## config.mk

```make
export PLATFORM = sky130hd
export DESIGN_NAME = lcd_bus_writer_flat
export DESIGN_NICKNAME = d
export VERILOG_FILES = /design/src/rtl/lcd_bus_writer_if.sv /design/src/rtl/lcd_bus_writer.sv /design/src/flat_wrapper.sv
export SDC_FILE = /design/constraint.sdc
export NUM_CORES = 1
export LEC_CHECK = 0
export ABC_CLOCK_PERIOD_IN_PS = 2650
export CORE_UTILIZATION = 50
export DETAILED_ROUTE_END_ITERATION = 7
export GPL_ROUTABILITY_DRIVEN = 1
export PLACE_DENSITY = 0.82
export SLEW_MARGIN = 20
export SYNTH_ARGS = -nofsm -noshare
export SYNTH_HDL_FRONTEND = slang
export SYNTH_SLANG_ARGS = --single-unit
```

## constraint.sdc

```tcl
create_clock -name clock_i -period 2.65 [get_ports clock_i]
set_clock_uncertainty 0.2 [all_clocks]
set_input_delay 0.3975 -clock clock_i [delete_from_list [all_inputs] [get_ports clock_i]]
set_output_delay 0.3975 -clock clock_i [all_outputs]
set_load 0.01 [all_outputs]
```

## src/rtl/lcd_bus_writer_if.sv

```systemverilog
// Stream-in / LCD-pins-out bundle for lcd_bus_writer.
//   data_i      : 9-bit word, [8] = RS, [7:0] = DB
//   valid_i     : data_i is valid
//   ready_o     : writer can accept a word
//   lcd_rs_o    : LCD register select
//   lcd_rw_o    : LCD read/write, tied to write
//   lcd_e_o     : LCD enable strobe
//   lcd_db_o    : LCD data bus
//   init_done_o : power-up sequence complete
// Modports: master = word source / pin observer, slave = lcd_bus_writer.
interface lcd_bus_writer_if;
    logic [8:0] data_i;
    logic       valid_i;
    logic       ready_o;
    logic       lcd_rs_o;
    logic       lcd_rw_o;
    logic       lcd_e_o;
    logic [7:0] lcd_db_o;
    logic       init_done_o;

    modport master (
        output data_i, valid_i,
        input  ready_o, lcd_rs_o, lcd_rw_o, lcd_e_o, lcd_db_o, init_done_o
    );

    modport slave (
        input  data_i, valid_i,
        output ready_o, lcd_rs_o, lcd_rw_o, lcd_e_o, lcd_db_o, init_done_o
    );
endinterface

```

## src/rtl/lcd_bus_writer.sv

```systemverilog
// HD44780 8-bit write-only bus sequencer. Accepts one 9-bit word (RS + DB) over a
// valid/ready stream and plays it out as setup -> E pulse -> hold -> execution wait,
// keeping ready low until the controller can take another word.
// Ports:
//   clock_i : system clock
//   rstn_i  : asynchronous active-low reset
//   bus     : lcd_bus_writer_if.slave (stream input, LCD pins, init_done_o)
// Optional build macro LCD_INIT_EN: after reset, wait POWERUP_CYC cycles and then
// autonomously write the 8-bit init sequence 38 38 38 0C 01 06 before opening the stream.
module lcd_bus_writer #(
    parameter int unsigned SETUP_CYC   = 2,
    parameter int unsigned PULSE_CYC   = 12,
    parameter int unsigned HOLD_CYC    = 1,
    parameter int unsigned EXEC_CYC    = 2000,
    parameter int unsigned CLEAR_CYC   = 80000,
    parameter int unsigned POWERUP_CYC = 750000,
    parameter int unsigned CNT_W       = 20
) (
    input logic             clock_i,
    input logic             rstn_i,
    lcd_bus_writer_if.slave bus
);

    typedef enum logic [2:0] {
        StIdle,
        StSetup,
        StPulse,
        StHold,
        StWait
`ifdef LCD_INIT_EN
        , StInitWait
`endif
    } state_e;

`ifdef LCD_INIT_EN
    localparam state_e ResetSt = StInitWait;
`else
    localparam state_e ResetSt = StIdle;
`endif

    // Counter reload values: a phase of N cycles counts N-1 down to 0.
    localparam logic [CNT_W-1:0] SetupLd   = CNT_W'(SETUP_CYC - 1);
    localparam logic [CNT_W-1:0] PulseLd   = CNT_W'(PULSE_CYC - 1);
    localparam logic [CNT_W-1:0] HoldLd    = CNT_W'(HOLD_CYC - 1);
    localparam logic [CNT_W-1:0] ExecLd    = CNT_W'(EXEC_CYC - 1);
    localparam logic [CNT_W-1:0] ClearLd   = CNT_W'(CLEAR_CYC - 1);
    localparam logic [CNT_W-1:0] PowerupLd = CNT_W'(POWERUP_CYC - 1);

    localparam longint unsigned MaxCyc =
        longint'(SETUP_CYC) > longint'(PULSE_CYC) ? longint'(SETUP_CYC) : longint'(PULSE_CYC);
    localparam longint unsigned MaxCyc2 = MaxCyc > longint'(HOLD_CYC) ? MaxCyc : longint'(HOLD_CYC);
    localparam longint unsigned MaxCyc3 = MaxCyc2 > longint'(EXEC_CYC) ? MaxCyc2 : longint'(EXEC_CYC);
    localparam longint unsigned MaxCyc4 =
        MaxCyc3 > longint'(CLEAR_CYC) ? MaxCyc3 : longint'(CLEAR_CYC);
    localparam longint unsigned MaxCyc5 =
        MaxCyc4 > longint'(POWERUP_CYC) ? MaxCyc4 : longint'(POWERUP_CYC);

    if (MaxCyc5 > (longint'(1) << CNT_W)) begin : g_cnt_w_check
        $error("CNT_W too narrow for the largest timing parameter");
    end

    state_e           state_q, state_d;
    logic [CNT_W-1:0] cnt_q, cnt_d;
    logic             rs_q, rs_d;
    logic [7:0]       db_q, db_d;
    logic             e_q, e_d;
    logic             ready_q, ready_d;
    logic             init_done_q, init_done_d;
    logic             is_clear;
    logic [CNT_W-1:0] wait_ld;

`ifdef LCD_INIT_EN
    logic [2:0] init_idx_q, init_idx_d;
    logic       init_act_q, init_act_d;

    function automatic logic [7:0] init_word(input logic [2:0] idx);
        unique case (idx)
            3'd0, 3'd1, 3'd2: init_word = 8'h38;  // function set, 8-bit, 2 lines
            3'd3:             init_word = 8'h0C;  // display on
            3'd4:             init_word = 8'h01;  // clear
            default:          init_word = 8'h06;  // entry mode, increment
        endcase
    endfunction
`endif

    // Clear Display (01) and Return Home (02/03) need the long execution wait.
    always_comb begin
        is_clear = !rs_q && (db_q[7:2] == 6'd0) && (db_q[1:0] != 2'd0);
        wait_ld  = is_clear ? ClearLd : ExecLd;
`ifdef LCD_INIT_EN
        if (init_act_q && (init_idx_q == 3'd0)) begin
            wait_ld = PowerupLd;
        end
`endif
    end

    always_comb begin
        state_d     = state_q;
        cnt_d       = cnt_q;
        rs_d        = rs_q;
        db_d        = db_q;
`ifdef LCD_INIT_EN
        init_idx_d  = init_idx_q;
        init_act_d  = init_act_q;
        init_done_d = init_done_q;
`else
        init_done_d = 1'b1;
`endif

        unique case (state_q)
            StIdle: begin
                if (bus.valid_i && ready_q) begin
                    rs_d    = bus.data_i[8];
                    db_d    = bus.data_i[7:0];
                    cnt_d   = SetupLd;
                    state_d = StSetup;
                end
            end
            StSetup: begin
                if (cnt_q == '0) begin
                    cnt_d   = PulseLd;
                    state_d = StPulse;
                end else begin
                    cnt_d = cnt_q - 1'b1;
                end
            end
            StPulse: begin
                if (cnt_q == '0) begin
                    cnt_d   = HoldLd;
                    state_d = StHold;
                end else begin
                    cnt_d = cnt_q - 1'b1;
                end
            end
            StHold: begin
                if (cnt_q == '0) begin
                    cnt_d   = wait_ld;
                    state_d = StWait;
                end else begin
                    cnt_d = cnt_q - 1'b1;
                end
            end
            StWait: begin
                if (cnt_q == '0) begin
                    state_d = StIdle;
`ifdef LCD_INIT_EN
                    if (init_act_q) begin
                        if (init_idx_q == 3'd5) begin
                            init_act_d  = 1'b0;
                            init_done_d = 1'b1;
                        end else begin
                            init_idx_d = init_idx_q + 3'd1;
                            rs_d       = 1'b0;
                            db_d       = init_word(init_idx_q + 3'd1);
                            cnt_d      = SetupLd;
                            state_d    = StSetup;
                        end
                    end
`endif
                end else begin
                    cnt_d = cnt_q - 1'b1;
                end
            end
`ifdef LCD_INIT_EN
            // Reset leaves the counter at 0, so the power-up delay counts up instead.
            StInitWait: begin
                if (cnt_q == PowerupLd) begin
                    rs_d    = 1'b0;
                    db_d    = init_word(3'd0);
                    cnt_d   = SetupLd;
                    state_d = StSetup;
                end else begin
                    cnt_d = cnt_q + 1'b1;
                end
            end
`endif
            default: state_d = StIdle;
        endcase

        // Registered pin outputs follow the next state so they line up with it.
        ready_d = (state_d == StIdle);
        e_d     = (state_d == StPulse);
    end

    always_ff @(posedge clock_i or negedge rstn_i) begin
        if (!rstn_i) begin
            state_q     <= ResetSt;
            cnt_q       <= '0;
            rs_q        <= 1'b0;
            db_q        <= 8'h00;
            e_q         <= 1'b0;
            ready_q     <= 1'b0;
            init_done_q <= 1'b0;
`ifdef LCD_INIT_EN
            init_idx_q  <= 3'd0;
            init_act_q  <= 1'b1;
`endif
        end else begin
            state_q     <= state_d;
            cnt_q       <= cnt_d;
            rs_q        <= rs_d;
            db_q        <= db_d;
            e_q         <= e_d;
            ready_q     <= ready_d;
            init_done_q <= init_done_d;
`ifdef LCD_INIT_EN
            init_idx_q  <= init_idx_d;
            init_act_q  <= init_act_d;
`endif
        end
    end

    assign bus.ready_o     = ready_q;
    assign bus.lcd_rs_o    = rs_q;
    assign bus.lcd_rw_o    = 1'b0;
    assign bus.lcd_e_o     = e_q;
    assign bus.lcd_db_o    = db_q;
    assign bus.init_done_o = init_done_q;

endmodule

```

## src/flat_wrapper.sv

```systemverilog
// flat-port wrapper written by rule: the top's interface ports become plain ports
module lcd_bus_writer_flat 
#(
    parameter int unsigned SETUP_CYC   = 2,
    parameter int unsigned PULSE_CYC   = 12,
    parameter int unsigned HOLD_CYC    = 1,
    parameter int unsigned EXEC_CYC    = 2000,
    parameter int unsigned CLEAR_CYC   = 80000,
    parameter int unsigned POWERUP_CYC = 750000,
    parameter int unsigned CNT_W       = 20
)
  (clock_i, rstn_i, bus_data_i, bus_valid_i, bus_ready_o, bus_lcd_rs_o, bus_lcd_rw_o, bus_lcd_e_o, bus_lcd_db_o, bus_init_done_o);
  lcd_bus_writer_if bus_i ();
  input logic clock_i;
  input logic rstn_i;
  input wire logic [$bits(bus_i.data_i)-1:0] bus_data_i;
  input wire logic [$bits(bus_i.valid_i)-1:0] bus_valid_i;
  output wire logic [$bits(bus_i.ready_o)-1:0] bus_ready_o;
  output wire logic [$bits(bus_i.lcd_rs_o)-1:0] bus_lcd_rs_o;
  output wire logic [$bits(bus_i.lcd_rw_o)-1:0] bus_lcd_rw_o;
  output wire logic [$bits(bus_i.lcd_e_o)-1:0] bus_lcd_e_o;
  output wire logic [$bits(bus_i.lcd_db_o)-1:0] bus_lcd_db_o;
  output wire logic [$bits(bus_i.init_done_o)-1:0] bus_init_done_o;
  assign bus_i.data_i = bus_data_i;
  assign bus_i.valid_i = bus_valid_i;
  assign bus_ready_o = bus_i.ready_o;
  assign bus_lcd_rs_o = bus_i.lcd_rs_o;
  assign bus_lcd_rw_o = bus_i.lcd_rw_o;
  assign bus_lcd_e_o = bus_i.lcd_e_o;
  assign bus_lcd_db_o = bus_i.lcd_db_o;
  assign bus_init_done_o = bus_i.init_done_o;
  lcd_bus_writer #(.SETUP_CYC(SETUP_CYC), .PULSE_CYC(PULSE_CYC), .HOLD_CYC(HOLD_CYC), .EXEC_CYC(EXEC_CYC), .CLEAR_CYC(CLEAR_CYC), .POWERUP_CYC(POWERUP_CYC), .CNT_W(CNT_W)) u_core (.clock_i(clock_i), .rstn_i(rstn_i), .bus(bus_i));
endmodule
```

# == Word-level counts from Yosys, hierarchy flattened ==
# Index checks and enable logic that the tools add are counted.
# Widths: inputs -> output; s select.
# classes
n_addsub,1
eq_ne,7
n_mux,13
reduce_logical,12
# op_table
cell,n
$mux 20,5
$pmux 20 s5,1
$logic_not 20->1,1
$sub 20x1->20 const B,1
$mux 17,1
$mux 3,5
$pmux 3 s5,1
$eq 3x2->1 const B,3
$logic_not 3->1,2
$logic_not 6->1,1
$reduce_bool 5->1,1
$eq 3x1->1 const B,1
$eq 3x3->1 const B,1
$logic_and 1x1->1,3
$reduce_and 3->1,1
$ne 2x1->1 const B,1
$ne 2x2->1 const B,1
$reduce_and 2->1,1
$reduce_bool 2->1,1
$logic_not 1->1,1
# word_totals
ff_bits,35
input_bits,12
out_inout_bits,13
wordCells,40

# == Depth between registers and ports, before layout ==
# logic_depth
depth_word,6
mapped_depth,10
ltp_nobuf,8

# == Least setup slack after synthesis ==
# Ideal clock, no wire load.
# synth_path
path_type,register to register
start,register u_core.cnt_q[0]
end,register u_core.cnt_q[18]
setup_time_ns,0.077
arrival_ns,2.082
t_required_ns,2.373
setup_slack_ns,0.290
path_stages_with_launch,9
path_buffers,1
period_less_slack_ns,2.360
cell_sequence,dfrtp_1 clkbuf_1 inv_1 ha_1 nor2b_1 and3_1 a311oi_2 or4b_1 a21oi_1
# synth_between
elab_chain_cells,3
word_cells_on_any_way,9
cone_classes,1 x add/sub; 1 x eq/ne; 5 x mux; 2 x reduce/logical
# synth_rtl
element,line,rtl
start: declaration,lcd_bus_writer.sv:63,"logic [CNT_W-1:0] cnt_q, cnt_d;"
start signal: assignment,lcd_bus_writer.sv:200,cnt_q <= cnt_d;
$sub 20x1->20 or $logic_not 20->1 (tied branches),n/a,
$mux 20 (tied with other cells),lcd_bus_writer.sv:144,if (cnt_q == '0) begin
$pmux 20 s5 or $reduce_and 3->1 (tied branches),n/a,
# Several ways; a longest one is shown, not always the timed one. The select of a mux whose other input is x is not followed.
# A chain may end at the register's enable or synchronous reset.

# == Worst setup path after layout ==
# layout_path
start,register u_core.cnt_q[1]
end,register u_core.cnt_q[14]
# The elaborated chain is that of the path after synthesis.

==> metrics.md <==
| Metric | Value |
|---|---|
| Status | `finished with violations` |
| Violated checks | `negative hold slack` |
| Worst setup margin | `0.1070 ns` |
| Filler Cells Inserted | `339` |
| Top FF cell, synth | `dfrtp_1` |
| Final HPWL DP | `4.177 mm` |
| IO buf count | `23` |
| Leakage Power | `1.096 nW` |
| Vias | `2092` |
| Minimum clock period | `2.543 ns` |
| Layout cell share with drive strength beyond 1 | `0.2218` |
| Post-Route WL | `5.780 mm` |
| CTS tree | `yes` |
| Initial antenna violation count | `0` |
| Hold_buf cts | `0` |
| Clock root buffer | `clkbuf_8` |
| Clk pin slew, worst setup/hold paths | `0.08 ns` |
| P&R area growth vs syn | `21.64%` |
| Vias in the first global route | `2008` |
| Fmax achieved | `0.3932 GHz` |
| Final cycle utilization of the critical path | `0.9596` |
| Cts bufs inserted | `5` |
| Hold slack | `-0.01467 ns` |
| Post-synth EDFFs | `0` |
| Syn nets | `252` |
| R2R Path End | `u_core.cnt_q[14]` |
| Power Density | `between 1000 and 1500 mW/mm2` |
| CP Launch Type | `flop` |
| Post-route ant nets | `0` |
| Cells after Synth | `239` |
| Die Width | `68.99 um` |
| R2R depth | `8` |
| Crit end category | `flop` |
| R2R Setup Slk | `0.11 ns` |
| Clock H-tree levels | `2` |
| Row Count | `23` |
| Final hold violations | `35` |
| Antenna Cells | `0` |
| Total grt overflow | `0` |
| Final Max Slew Viols | `0` |
| Largest net degree at the start of global routing | `36` |
| DRC Markers | `0` |
| Max-Cap Viols | `0` |
| Crit path DAT | `2.56 ns` |
| Longest Clk Path Bufs | `2` |
| # IOs | `25` |
| Worst skew pair latency | `0.30 ns` |
| Max-slew headroom | `0.4631` |
| Routed len/inst | `17.78 um` |
| Seq/Total Area, Yosys | `0.3904` |
| Drt pass-1 iters | `5` |
| Setup CP Type | `reg -> reg` |
| Core ar. | `between 0.004 and 0.005 mm2` |
| RSZ-0062 raised after global routing | `no` |
| Mean post-synth cell area | `9.387 um2` |
| Register area | `875.8 um2` |
| Post-Synthesis Cell Area | `~0.0022 mm2` |
| Tot GR Track Use | `0.2774` |
| Vias/cell | `6.437` |
| Worst slew pin tran | `about 0.81 ns` |
| Pre-CTS WS | `-0.03728 ns` |
| Hold Crit Class | `in -> async` |
| Worst path required time | `roughly 2.7 ns` |
| CTS sink cnt | `35` |
| Initial DRC count | `162` |
| Library cells used by synthesis | `64` |
| #FFs+latches synth | `35` |
| Multi-input gate area | `0.001286 mm2` |
| Setup Buffers After CTS | `0` |
| Ys Warns | `0` |
| Crit path max fanout | `11` |
| First-pass GRT wire length | `9.453 mm` |
| Setup violators final | `0` |
| Die H | `a little under 70 um` |
| Initial Util | `0.5414` |
| Placer Congestion | `~0.93` |
| Nets | `between 200 and 300` |
| Max IR drop VDD | `approximately 0.0008 V` |
| Die area | `0.004759 mm2` |
| R2R Path Start | `u_core.cnt_q[1]` |
| Ys async rst share | `1.000` |
| Final Util | `0.6585` |
[kinds of logic after synthesis]
group                    synth area share
XOR/XNOR                          0.02343
AND/OR/NAND/NOR                    0.2420
multiplexers                      0.05466
buffers and inverters             0.04182
flip-flops                         0.3904
AO/OA/AOI/OAI                      0.2387
adder cells (fa/ha/maj)          0.005576
other                            0.003348
[final cells by class]
type | instances | share of cell area
Timing Repair Buffer | 42 | 0.1348
Tap cell | 50 | 0.02293
Clock buffer | 6 | 0.03026
Multi-Input combinational cell | 185 | 0.4713
Clock inverter | 2 | 0.01284
Sequential cell | 35 | 0.3210
Inverter | 5 | 0.006878
[what timing repair did]
| item | 4_1_cts | 5_1_grt |
|---|---|---|
| resized for setup | 0 | 3 |
| setup endpoints to repair | 0 | 4 |
| endpoints found under the hold margin | 0 | 0 |
[report_power, final]
group,total [mW],leakage (nW),internal (mW),switching [mW]
Clock,0.518,0.0612,0.305,0.213
Sequential,0.976,0.446,0.754,0.221
Combinational,2.32,0.589,1.04,1.27
Total,3.81,1.10,2.10,1.71
[sequential cells by signal, summed over array words and instances (netlist names)]
name,count
u_core.bus.init_done_o,1
u_core.cnt_q,20
u_core.state_q,3
u_core.bus.lcd_rs_o,1
u_core.bus.lcd_db_o,8
u_core.bus.lcd_e_o,1
u_core.bus.ready_o,1
[synthesized netlist by cell type (4+ instances only)]
master / n / area share
nor3_1: 14 / 0.031
o211ai_1: 5 / 0.017
nand2_1: 14 / 0.023
or2_2: 4 / 0.011
or3_1: 6 / 0.017
clkbuf_1: 4 / 0.0067
dfrtp_1: 35 / 0.39
nor4_1: 4 / 0.011
or4_1: 4 / 0.013
a21oi_1: 16 / 0.036
o21ai_0: 13 / 0.029
nor2_1: 17 / 0.028
nand3_1: 5 / 0.011
mux2_2: 10 / 0.050
buf_2: 6 / 0.013
inv_1: 4 / 0.0067
[routing by layer]
metal / track usage / wire length (um)
met1: 0.3556 / 2510
met2: 0.4502 / 2757
met3: 0.07072 / 379
met4: 0.09694 / 133
met5: 0 / 0
[stage by stage]
step	cell area [um2]	hold slack (ns)	setup TNS (ns)	power (mW)	cells
after floorplan	2243	-0.09809	0	2.517	239
after global placement	2604	0.3097	0	3.172	317
after detailed placement	2604	0.3193	-0.07205	3.238	317
after CTS	2721	0.01335	0	3.780	325
after global routing	2729	0.05164	0	4.058	325
final	2729	-0.01467	0	3.810	325
[placed cells by master, fill, tap and decap left out, types with 4 or more instances in the layout]
cell type	netlist	routed
o21ai_0	13	13
a21oi_1	16	15
mux2_2	10	10
clkbuf_8	0	6
buf_4	2	19
clkdlybuf4s50_1	0	22
dfrtp_1	35	35
nand3_1	5	5
o211ai_1	5	5
nor3_1	14	13
nand2_1	14	14
or4_1	4	4
nor2_1	17	17
or2_2	4	4
inv_1	4	4
or3_1	6	6
nor4_1	4	4
[how the worst max path moves through the flow]
stage | startpoint | endpoint | slack [ns] | cells past startpoint
final | u_core.cnt_q[1] | u_core.cnt_q[14] | 0.11 | 8
after global routing | u_core.cnt_q[1] | u_core.cnt_q[14] | 0.02 | 8
after CTS | u_core.cnt_q[1] | u_core.cnt_q[2] | 0.09 | 8
after detailed placement | bus_valid_i | u_core.cnt_q[18] | -0.04 | 7
after global placement | bus_valid_i | u_core.cnt_q[18] | 0.04 | 7
after floorplan | u_core.cnt_q[0] | u_core.cnt_q[18] | 0.29 | 8
[critical path, cell delays in order, from the launching register on]
cell and delay (ns):
dfrtp_1 0.46, inv_1 0.09, ha_1 0.24, nor2b_2 0.19, and3_2 0.27, a31oi_4 0.24
inv_2 0.13, or4_1 0.48, a21oi_1 0.17
No activity file was read; power rests on OpenSTA's default activity.
